## src/rtl/mmio_io_unit.sv

```systemverilog
`default_nettype none
// ============================================================================
// Module   : mmio_io_unit
// Purpose  : Memory-mapped I/O state for stage 3 of the 3-stage RISC-V core.
//            Holds the cycle and retired-instruction counters, a UART RX
//            buffer and a UART TX holding register.
//            Build option MMIO_RX_FIFO_EN: when defined, the RX buffer is a
//            RX_DEPTH-entry circular FIFO. Otherwise it is a single-entry
//            register with a valid bit, and RX_DEPTH is ignored.
// Revision : 1.0 - initial release
// ============================================================================
module mmio_io_unit #(
  parameter int RX_DEPTH = 4
) (
  input  logic        clk,
  input  logic        rst,
  input  logic [31:0] addr,
  input  logic [31:0] wdata,
  input  logic        io_we,
  input  logic        cpu_rx_pop,
  input  logic        instr_retire,
  input  logic [7:0]  uart_rx_data,
  input  logic        uart_rx_data_valid,
  output logic        uart_rx_data_ready,
  output logic [7:0]  uart_tx_data,
  output logic        uart_tx_data_valid,
  input  logic        uart_tx_data_ready,
  output logic        uart_rx_valid,
  output logic        uart_tx_ready,
  output logic [7:0]  uart_rx_out,
  output logic [31:0] cyc_counter,
  output logic [31:0] instr_counter
);

  // Word offsets (addr[4:2]) of the two writable registers
  localparam logic [2:0] c_off_tx      = 3'b010;  // 0x80000008
  localparam logic [2:0] c_off_cnt_rst = 3'b110;  // 0x80000018

  // Only addr[4:2] and the low store byte take part in decoding
  logic w_unused_bits;
  assign w_unused_bits = &{1'b0, addr[31:5], addr[1:0], wdata[31:8]};

  logic w_tx_store;
  logic w_cnt_clear;
  assign w_tx_store  = io_we && (addr[4:2] == c_off_tx);
  assign w_cnt_clear = io_we && (addr[4:2] == c_off_cnt_rst);

  // --------------------------------------------------------------------------
  // Counters
  // --------------------------------------------------------------------------
  logic [31:0] cyc_q, cyc_d;
  logic [31:0] instr_q, instr_d;

  // Next counter values; a counter-reset store overrides the increment
  always_comb begin
    cyc_d   = cyc_q + 32'd1;
    instr_d = instr_q + {31'd0, instr_retire};
    if (w_cnt_clear) begin
      cyc_d   = '0;
      instr_d = '0;
    end
  end

  // Counter registers
  always_ff @(posedge clk) begin
    if (rst) begin
      cyc_q   <= '0;
      instr_q <= '0;
    end else begin
      cyc_q   <= cyc_d;
      instr_q <= instr_d;
    end
  end

  assign cyc_counter   = cyc_q;
  assign instr_counter = instr_q;

  // --------------------------------------------------------------------------
  // TX holding register
  // --------------------------------------------------------------------------
  logic       tx_pending_q, tx_pending_d;
  logic [7:0] tx_data_q, tx_data_d;

  // Latch a store only while free; release once the transmitter takes it
  always_comb begin
    tx_pending_d = tx_pending_q;
    tx_data_d    = tx_data_q;
    if (!tx_pending_q) begin
      if (w_tx_store) begin
        tx_pending_d = 1'b1;
        tx_data_d    = wdata[7:0];
      end
    end else if (uart_tx_data_ready) begin
      tx_pending_d = 1'b0;
    end
  end

  // TX registers
  always_ff @(posedge clk) begin
    if (rst) begin
      tx_pending_q <= 1'b0;
      tx_data_q    <= '0;
    end else begin
      tx_pending_q <= tx_pending_d;
      tx_data_q    <= tx_data_d;
    end
  end

  assign uart_tx_data       = tx_data_q;
  assign uart_tx_data_valid = tx_pending_q;
  assign uart_tx_ready      = !tx_pending_q;

  // --------------------------------------------------------------------------
  // RX buffer
  // --------------------------------------------------------------------------
  logic w_rx_full;
  logic w_rx_empty;
  logic w_rx_push;
  logic w_rx_pop;

  assign w_rx_push = uart_rx_data_valid && !w_rx_full;
  assign w_rx_pop  = cpu_rx_pop && !w_rx_empty;

`ifdef MMIO_RX_FIFO_EN
  localparam int c_ptr_w = (RX_DEPTH > 1) ? $clog2(RX_DEPTH) : 1;
  localparam int c_cnt_w = c_ptr_w + 1;

  logic [7:0]         rx_mem_q [RX_DEPTH];
  logic [c_ptr_w-1:0] rx_wptr_q, rx_wptr_d;
  logic [c_ptr_w-1:0] rx_rptr_q, rx_rptr_d;
  logic [c_cnt_w-1:0] rx_cnt_q, rx_cnt_d;

  assign w_rx_full  = (rx_cnt_q == c_cnt_w'(RX_DEPTH));
  assign w_rx_empty = (rx_cnt_q == '0);

  // Pointer and occupancy update; pointers wrap at the power-of-two depth
  always_comb begin
    rx_wptr_d = rx_wptr_q;
    rx_rptr_d = rx_rptr_q;
    rx_cnt_d  = rx_cnt_q;
    if (w_rx_push) begin
      rx_wptr_d = rx_wptr_q + c_ptr_w'(1);
    end
    if (w_rx_pop) begin
      rx_rptr_d = rx_rptr_q + c_ptr_w'(1);
    end
    case ({w_rx_push, w_rx_pop})
      2'b10:   rx_cnt_d = rx_cnt_q + c_cnt_w'(1);
      2'b01:   rx_cnt_d = rx_cnt_q - c_cnt_w'(1);
      default: rx_cnt_d = rx_cnt_q;
    endcase
  end

  // FIFO control registers
  always_ff @(posedge clk) begin
    if (rst) begin
      rx_wptr_q <= '0;
      rx_rptr_q <= '0;
      rx_cnt_q  <= '0;
    end else begin
      rx_wptr_q <= rx_wptr_d;
      rx_rptr_q <= rx_rptr_d;
      rx_cnt_q  <= rx_cnt_d;
    end
  end

  // FIFO storage; cleared on reset so the idle head reads as zero
  always_ff @(posedge clk) begin
    if (rst) begin
      for (int i = 0; i < RX_DEPTH; i++) begin
        rx_mem_q[i] <= '0;
      end
    end else if (w_rx_push) begin
      rx_mem_q[rx_wptr_q] <= uart_rx_data;
    end
  end

  assign uart_rx_out = rx_mem_q[rx_rptr_q];
`else
  // Depth only matters for the FIFO build
  localparam logic [31:0] c_rx_depth_unused = RX_DEPTH;

  logic       rx_valid_q, rx_valid_d;
  logic [7:0] rx_data_q, rx_data_d;

  assign w_rx_full  = rx_valid_q;
  assign w_rx_empty = !rx_valid_q;

  // A pop empties the entry; push is only possible while the entry is empty
  always_comb begin
    rx_valid_d = rx_valid_q;
    rx_data_d  = rx_data_q;
    if (w_rx_pop) begin
      rx_valid_d = 1'b0;
    end else if (w_rx_push) begin
      rx_valid_d = 1'b1;
      rx_data_d  = uart_rx_data;
    end
  end

  // Single-entry RX registers
  always_ff @(posedge clk) begin
    if (rst) begin
      rx_valid_q <= 1'b0;
      rx_data_q  <= '0;
    end else begin
      rx_valid_q <= rx_valid_d;
      rx_data_q  <= rx_data_d;
    end
  end

  assign uart_rx_out = rx_data_q;
`endif

  assign uart_rx_valid      = !w_rx_empty;
  assign uart_rx_data_ready = !w_rx_full;

endmodule
`default_nettype wire

```

## config.mk

```make
export PLATFORM = sky130hd
export DESIGN_NAME = mmio_io_unit
export DESIGN_NICKNAME = d
export VERILOG_FILES = /design/src/rtl/mmio_io_unit.sv
export SDC_FILE = /design/constraint.sdc
export NUM_CORES = 1
export LEC_CHECK = 0
export CAP_MARGIN = 20
export CORE_MARGIN = 5
export CORE_UTILIZATION = 42
export CTS_CLUSTER_DIAMETER = 80
export DETAILED_ROUTE_END_ITERATION = 16
export PLACE_DENSITY_LB_ADDON = 0.15
export SLEW_MARGIN = 20
export SYNTH_ARGS = -nofsm -noshare
export SYNTH_HDL_FRONTEND = slang
export SYNTH_SLANG_ARGS = --single-unit
```

## constraint.sdc

```tcl
create_clock -name clk -period 2.21 [get_ports clk]
set_clock_uncertainty 0.05 [all_clocks]
set_input_delay 0.3315 -clock clk [delete_from_list [all_inputs] [get_ports clk]]
set_output_delay 0.3315 -clock clk [all_outputs]
set_load 0.03 [all_outputs]
```

# == Yosys cells after proc, flatten, opt, wreduce, memory -nomap -nowiden ==
# Index checks and enable logic that the tools add are counted.
# word_totals
word_cells,25
rom_bits,0
inputBits,79
reg_bits,82
latchBits,0
ramBits,0
memories,0
# op_classes
n_reduce_logical,10
n_shift,0
mux,3
add_sub_neg,2
n_lt_le_gt_ge,0
mul,0
bitwise,2
n_div,0
eq_ne,2
# ops
operator,count
$add 32x1->32,1
$add 32x1->32 const B,1
$logic_and 1x1->1,4
$reduce_and 2->1,2
$reduce_or 2->1,2
$eq 3x2->1 const B,1
$eq 3x3->1 const B,1
$mux 1,3
$logic_not 1->1,2
$not 1->1,2

# == Logic depth before layout (Yosys ltp) ==
# Gate-level depths: netlist of run 1.
# depth
ltp_word,4
mapped_depth,6

# == Least setup slack after synthesis of run 1 ==
# OpenSTA, ideal clock, no wires.
# synth_path
kind,register to register
startpoint,reg cyc_q[0] (netlist: cyc_counter[0])
endpoint,reg cyc_q[28] (netlist: cyc_counter[28])
path_stages_with_launch,6
synth_period_minus_slack_ns,2.297
setup_slack_ns,-0.087
setup_ns,0.070
arrival_ns,2.177
n_path_buf,0
path_cell_list,dfxtp_1 > ha_1 > nand4_2 > or4_4 > or4_1 > a21oi_1
# synth_via
elab_chain_len,1
# synth_lines
element,line,source
"start, declared",51,"logic [31:0] cyc_q, cyc_d;"
"start signal, assigned",70,cyc_q <= cyc_d;
$add 32x1->32,56,cyc_d = cyc_q + 32'd1;
# Every way passes these cells.
# A chain may end at the register's enable or synchronous reset.

# == Final worst setup path of run 1 ==
# layout_path
startpoint,in instr_retire
endpoint,reg instr_q[29] (netlist: instr_counter[29])
# layout_via
elab_chain_len,1
# layout_lines
element,line,source
"start, declared",21,"input logic instr_retire,"
$add 32x1->32,57,"instr_d = instr_q + {31'd0, instr_retire};"
"end signal, assigned",71,instr_q <= instr_d;
"end, declared",52,"logic [31:0] instr_q, instr_d;"
# Every way passes these cells.

==> results of run 1 <==
[sequential cells by signal (all words and copies together), names as in the netlist]
register,flops
uart_rx_valid,1
uart_tx_data_valid,1
cyc_counter,32
instr_counter,32
uart_rx_out,8
uart_tx_data,8
[path summary, 6_finish.rpt]
kind | slack (ns) | cells after the start | to
worst max-delay path | 0.14 | 7 | instr_counter[29]
worst min-delay path | 0.41 | 2 | uart_rx_out[3]
worst max register to register | 0.14 | 5 | cyc_counter[30]
worst min register to register | 0.41 | 2 | uart_rx_out[3]
[stage by stage]
step	util	worst slack (ns)	instances
2_1_floorplan	-	0.0640	440
3_3_place_gp	0.594	-0.293	674
3_5_place_dp	0.594	-0.293	674
4_1_cts	0.616	0.0722	688
5_1_grt	0.617	0.0431	688
6_report	0.617	0.139	688
[per-layer routing]
layer  track usage  vias to the layer above  routed length (µm)
li1              -                     1874                   -
met2         0.286                      105                4590
met1         0.234                     1712                4570
met3        0.0635                       10                 836
met4        0.0472                        0                 105
met5             0                        -                   0
[critical path: stages]
cell	delay [ns]
clkdlybuf4s50_1	0.49
ha_1	0.19
nand4_1	0.17
nor4_2	0.23
buf_4	0.17
or4b_2	0.57
a21oi_1	0.15
[final cells by class]
class                      instances  area (µm²)  area share
multi-input combinational        327        2000       0.372
sequential                        82        1640       0.306
timing repair buffer             145        1360       0.253
clock inverter                     3        40.0     0.00745
clock buffer                      11         151      0.0282
tap                              108         135      0.0251
inverter                          12        45.0     0.00838
[cells in the mapped netlist (10+ instances only)]
cell type,number
dfxtp_1,82
nand2_1,51
a21oi_1,38
nor2_1,34
nand3_1,25
nand4_1,19
clkbuf_1,18
mux2i_1,18
or4_1,17
or3_1,15
o31ai_1,14
inv_1,12
xnor2_1,12
and2_1,10
xor2_1,10
[cells by family (layout without fill, tap and decap cells)]
| kind of cell | after synthesis | after routing | share of synthesized area |
|---|---|---|---|
| xor+xnor | 22 | 22 | 0.0513 |
| mux | 18 | 18 | 0.0480 |
| fa+ha+maj | 3 | 3 | 0.00999 |
| buf+inv | 31 | 171 | 0.0320 |
| flops | 82 | 82 | 0.437 |
| simple gates | 217 | 217 | 0.317 |
| compound gates | 67 | 67 | 0.105 |
[repair_timing]
| item | CTS | global route |
|---|---|---|
| resized for setup | 0 | 1 |
| setup endpoints to repair | 0 | 2 |
| buffers inserted | 0 | 0 |
[where the power goes]
| part | internal (mW) | total (mW) | switching [mW] | leakage (nW) |
|---|---|---|---|---|
| clock | 0.568 | 1.09 | 0.519 | 0.101 |
| sequential | 1.50 | 1.51 | 0.0139 | 0.664 |
| combinational | 0.124 | 0.263 | 0.139 | 1.13 |
==> impl_metrics.json, run 1 <==
{
  "max_freq_ghz": 0.483,
  "maxCapViolCount": 0,
  "setup_viol": 0,
  "hold_buffers": 0,
  "htreeDepth": 3,
  "dieArea_um2": 10900,
  "wl_per_cell_um": 14.7,
  "vdd_drop_max_mv": 0.364,
  "drt-initial-drc-count": 127,
  "gp_congestion": 0.832,
  "grt_pass1_wl_um": 16600,
  "p_leak_nw": 1.90,
  "synth_area_um2": 3760,
  "track_usage": 0.180,
  "via_per_inst": 5.38,
  "cts_buffers": 9,
  "cts-root-buf": "clkbuf_8",
  "synthDistinctLibCells": 37,
  "hold_ws_ns": 0.409,
  "hp-class": "register to register",
  "ios": 163,
  "syn_area_per_cell_um2": 8.54,
  "slew_headroom": 0.688,
  "area_growth_syn_to_layout_pct": 43.2,
  "final.period_utilization": 0.937,
  "design.core.area_um2": 8720,
  "dr.pass1.iters": 4,
  "cp.arrival_ns": 2.30,
  "cp-start-kind": "input port",
  "tightest_slew_ns": 0.467,
  "antenna_found_initial": 0,
  "num_rows": 34,
  "rsz0062_at_grt": "no",
  "ys_seq_area_frac": 0.437,
  "power_density_nw_per_um2": 532,
  "die_w_um": 105,
  "crit_type": "input port to register",
  "portBuffers": 109,
  "status": "completed",
  "syn_inst": 440,
  "grt_pass1_vias": 3513,
  "worstSkewPairLatency_ns": 0.35,
  "dp_hpwl_um": 7690,
  "fill_cells": 749,
  "yosysWarningCount": 0,
  "drt_wl_total_um": 10100,
  "r2r-start": "cyc_counter[0]",
  "cts_tree": "yes",
  "hold_start": "uart_rx_out[3]",
  "route.detailed.drc": 0,
  "die_y_um": 105,
  "finalPower_mw": 2.86,
  "async_reset_ff_frac": 0,
  "layout_commonest_cell": "clkdlybuf4s50_1",
  "cp-end-kind": "register",
  "numClockSinks": 82,
  "yosys_most_used_dff": "dfxtp_1",
  "hold_viol_final": 0,
  "syn_nets": 522,
  "final_cell_mix": "clkdlybuf4s50_1, dfxtp_1, nand2_1",
  "fin_setup_tns_ns": 0,
  "startpoint": "instr_retire",
  "start_util": 0.431,
  "synth-edff-count": 0,
  "slew_viol_final": 0,
  "synth_top_cell_area_share": 0.437,
  "num_vias": 3701,
  "drive_above_1_share": 0.110,
  "fin_nets": 659,
  "fin_area_um2": 5380,
  "grt_remaining_overflow": 0,
  "clk_path_buf_depth": 2,
  "final.min_clock_period_ns": 2.07,
  "cp_max_fo": 3,
  "yosysTopAreaCell": "dfxtp_1",
  "clk_pin_slew_worst_paths_ns": 0.08,
  "antenna_left": 0,
  "ys_seq_elements": 82,
  "placed_area_um2": 5180,
  "yosys-top-cells-area": "dfxtp_1, nand2_1, a21oi_1",
  "grt_max_degree": 29,
  "cp.required_ns": 2.44,
  "n_antenna_cell": 0
}
Note: power is estimated with default switching activity, not from simulation.
==> inputs of run 2 (changes only) <==
--- a/config.mk
+++ b/config.mk
@@ -6,12 +6,13 @@
 export NUM_CORES = 1
 export LEC_CHECK = 0
 export CAP_MARGIN = 20
+export CELL_PAD_IN_SITES_DETAIL_PLACEMENT = 0
+export CELL_PAD_IN_SITES_GLOBAL_PLACEMENT = 1
 export CORE_MARGIN = 5
-export CORE_UTILIZATION = 42
+export CORE_UTILIZATION = 30
 export CTS_CLUSTER_DIAMETER = 80
 export DETAILED_ROUTE_END_ITERATION = 16
 export PLACE_DENSITY_LB_ADDON = 0.15
-export SLEW_MARGIN = 20
 export SYNTH_ARGS = -nofsm -noshare
 export SYNTH_HDL_FRONTEND = slang
 export SYNTH_SLANG_ARGS = --single-unit
==> run 2 against run 1 <==
Worst hold slack lost 0.0043 ns. Routed wire length grew 10%. Non-clock buffer count is 3 higher. Power is 18% higher. Final area is 4.2% higher. Sequential share of layout area is 1.2 points lower.
==> impl_metrics.json, run 2 (synthesis gave the netlist of run 1 again) <==
{
  "status": "completed",
  "design.core.area_um2": 12200,
  "antenna_found_initial": 0,
  "hold_start": "uart_rx_out[1]",
  "hold_viol_final": 0,
  "ios": 163,
  "vdd_drop_max_mv": 0.289,
  "worstSkewPairLatency_ns": 0.34,
  "clk_pin_slew_worst_paths_ns": 0.06,
  "gp_congestion": 0.760,
  "met3WireLength_um": 861,
  "clk_path_buf_depth": 2,
  "layout_commonest_cell": "clkdlybuf4s50_1",
  "die_w_um": 122,
  "grt_remaining_overflow": 0,
  "slew_headroom": 0.636,
  "reg2reg_depth": 5,
  "cts_tree": "yes",
  "antenna_left": 0,
  "drive_above_1_share": 0.115,
  "die_y_um": 122,
  "grt_max_degree": 29,
  "reg2reg_to": "cyc_counter[30]",
  "fin_area_um2": 5600,
  "grt_pass1_vias": 3609,
  "dieArea_um2": 14900,
  "hp-class": "register to register",
  "num_vias": 3754,
  "area_growth_syn_to_layout_pct": 49.1,
  "fin_nets": 662,
  "cp_max_fo": 3,
  "num_rows": 40,
  "worstHoldEndpoint": "uart_rx_out[1]",
  "top_layer": "met4",
  "fill_cells": 1201,
  "via_per_inst": 4.99,
  "multi_input_area_um2": 2000,
  "hold_ws_ns": 0.404,
  "portBuffers": 109,
  "cp-start-kind": "input port",
  "route.detailed.drc": 0,
  "htreeDepth": 3,
  "final.period_utilization": 0.943,
  "r2r_slack_ns": 0.19,
  "r2r-start": "cyc_counter[0]",
  "maxCapViolCount": 0,
  "hold_path_depth": 2,
  "setup_viol": 0,
  "drt-initial-drc-count": 127,
  "cp.required_ns": 2.43,
  "drt-met1-wl_um": 5280,
  "cp-end-kind": "register",
  "tightest_slew_ns": 0.544,
  "cts-root-buf": "clkbuf_16",
  "dp_hpwl_um": 8150,
  "routed-wl-met2_um": 4820,
  "placed_area_um2": 5270,
  "max_freq_ghz": 0.480,
  "drt_wl_total_um": 11100,
  "p_leak_nw": 1.96,
  "dr.pass1.iters": 4,
  "power_density_nw_per_um2": 602,
  "fin_util": 0.461,
  "wl_per_cell_um": 14.8,
  "grt_pass1_wl_um": 17800,
  "finalPower_mw": 3.37,
  "start_util": 0.309,
  "slew_viol_final": 0,
  "final_cell_mix": "clkdlybuf4s50_1, dfxtp_1, nand2_1",
  "n_antenna_cell": 0,
  "track_usage": 0.150,
  "final.min_clock_period_ns": 2.08,
  "cp.arrival_ns": 2.30,
  "seq_area_um2": 1640,
  "cts_buffers": 9,
  "numClockSinks": 82,
  "crit_type": "input port to register"
}
## run 2: cell types whose count changed in the layout (fill, tap and decap cells not counted), sizes merged
cell	change
clkinv	-2
buf	+3
clkbuf	+4
## run 2: repair_timing
action / in CTS / in global routing
gates resized for setup: 0 / 1
hold buffers: 0 / 0
endpoints found under the setup margin: 0 / 2
buffers inserted: 0 / 1
## run 2: final cells by class
cell class,instances,share of cell area
Sequential cell,82,0.294
Inverter,12,0.00804
Clock inverter,1,0.00536
Clock buffer,15,0.0514
Multi-Input combinational cell,327,0.357
Timing Repair Buffer,148,0.247
Tap cell,168,0.0375
## run 2: critical path: stages
cell             delay, ns
clkdlybuf4s50_1       0.50
ha_1                  0.20
nand4_1               0.19
nor4_2                0.19
buf_4                 0.16
or4b_2                0.58
a21oi_1               0.15
## run 2: per-stage QoR
step,TNS (ns),setup WS (ns),std cells
after CTS,0,0.103,752
after global placement,-0.721,-0.285,736
after floorplan,0,0.0640,440
final,0,0.127,753
after detailed placement,-0.605,-0.236,736
after global routing,-0.0235,-0.0235,753
## run 2: worst max path at each step
stage	startpoint	to	slack (ns)	depth (start not counted)
floorplan	cyc_counter[0]	cyc_counter[28]	0.06	5
global placement	instr_retire	instr_counter[29]	-0.29	7
global route	instr_retire	instr_counter[28]	-0.02	7
CTS	instr_retire	instr_counter[28]	0.10	7
finish	instr_retire	instr_counter[28]	0.13	7
detailed placement	instr_retire	instr_counter[29]	-0.24	7
## run 2: report_power, final
part,internal (mW),total (mW),switching (mW),leakage [nW]
clock network,1.00,1.59,0.594,0.156
logic,0.121,0.258,0.137,1.14
registers,1.50,1.52,0.0156,0.664
## run 2: layer usage
metal,vias to the layer above,track usage
met3,11,0.0552
met2,104,0.224
met1,1744,0.195
li1,1895,-
met5,-,0
met4,0,0.0595
==> inputs of run 3 (changes only) <==
--- a/config.mk
+++ b/config.mk
@@ -10,7 +10,6 @@
 export CELL_PAD_IN_SITES_GLOBAL_PLACEMENT = 1
 export CORE_MARGIN = 5
 export CORE_UTILIZATION = 30
-export CTS_CLUSTER_DIAMETER = 80
 export DETAILED_ROUTE_END_ITERATION = 16
 export PLACE_DENSITY_LB_ADDON = 0.15
 export SYNTH_ARGS = -nofsm -noshare
==> results of run 3 <==
No change in the layout: final DEF, timing and power equal those of run 2.
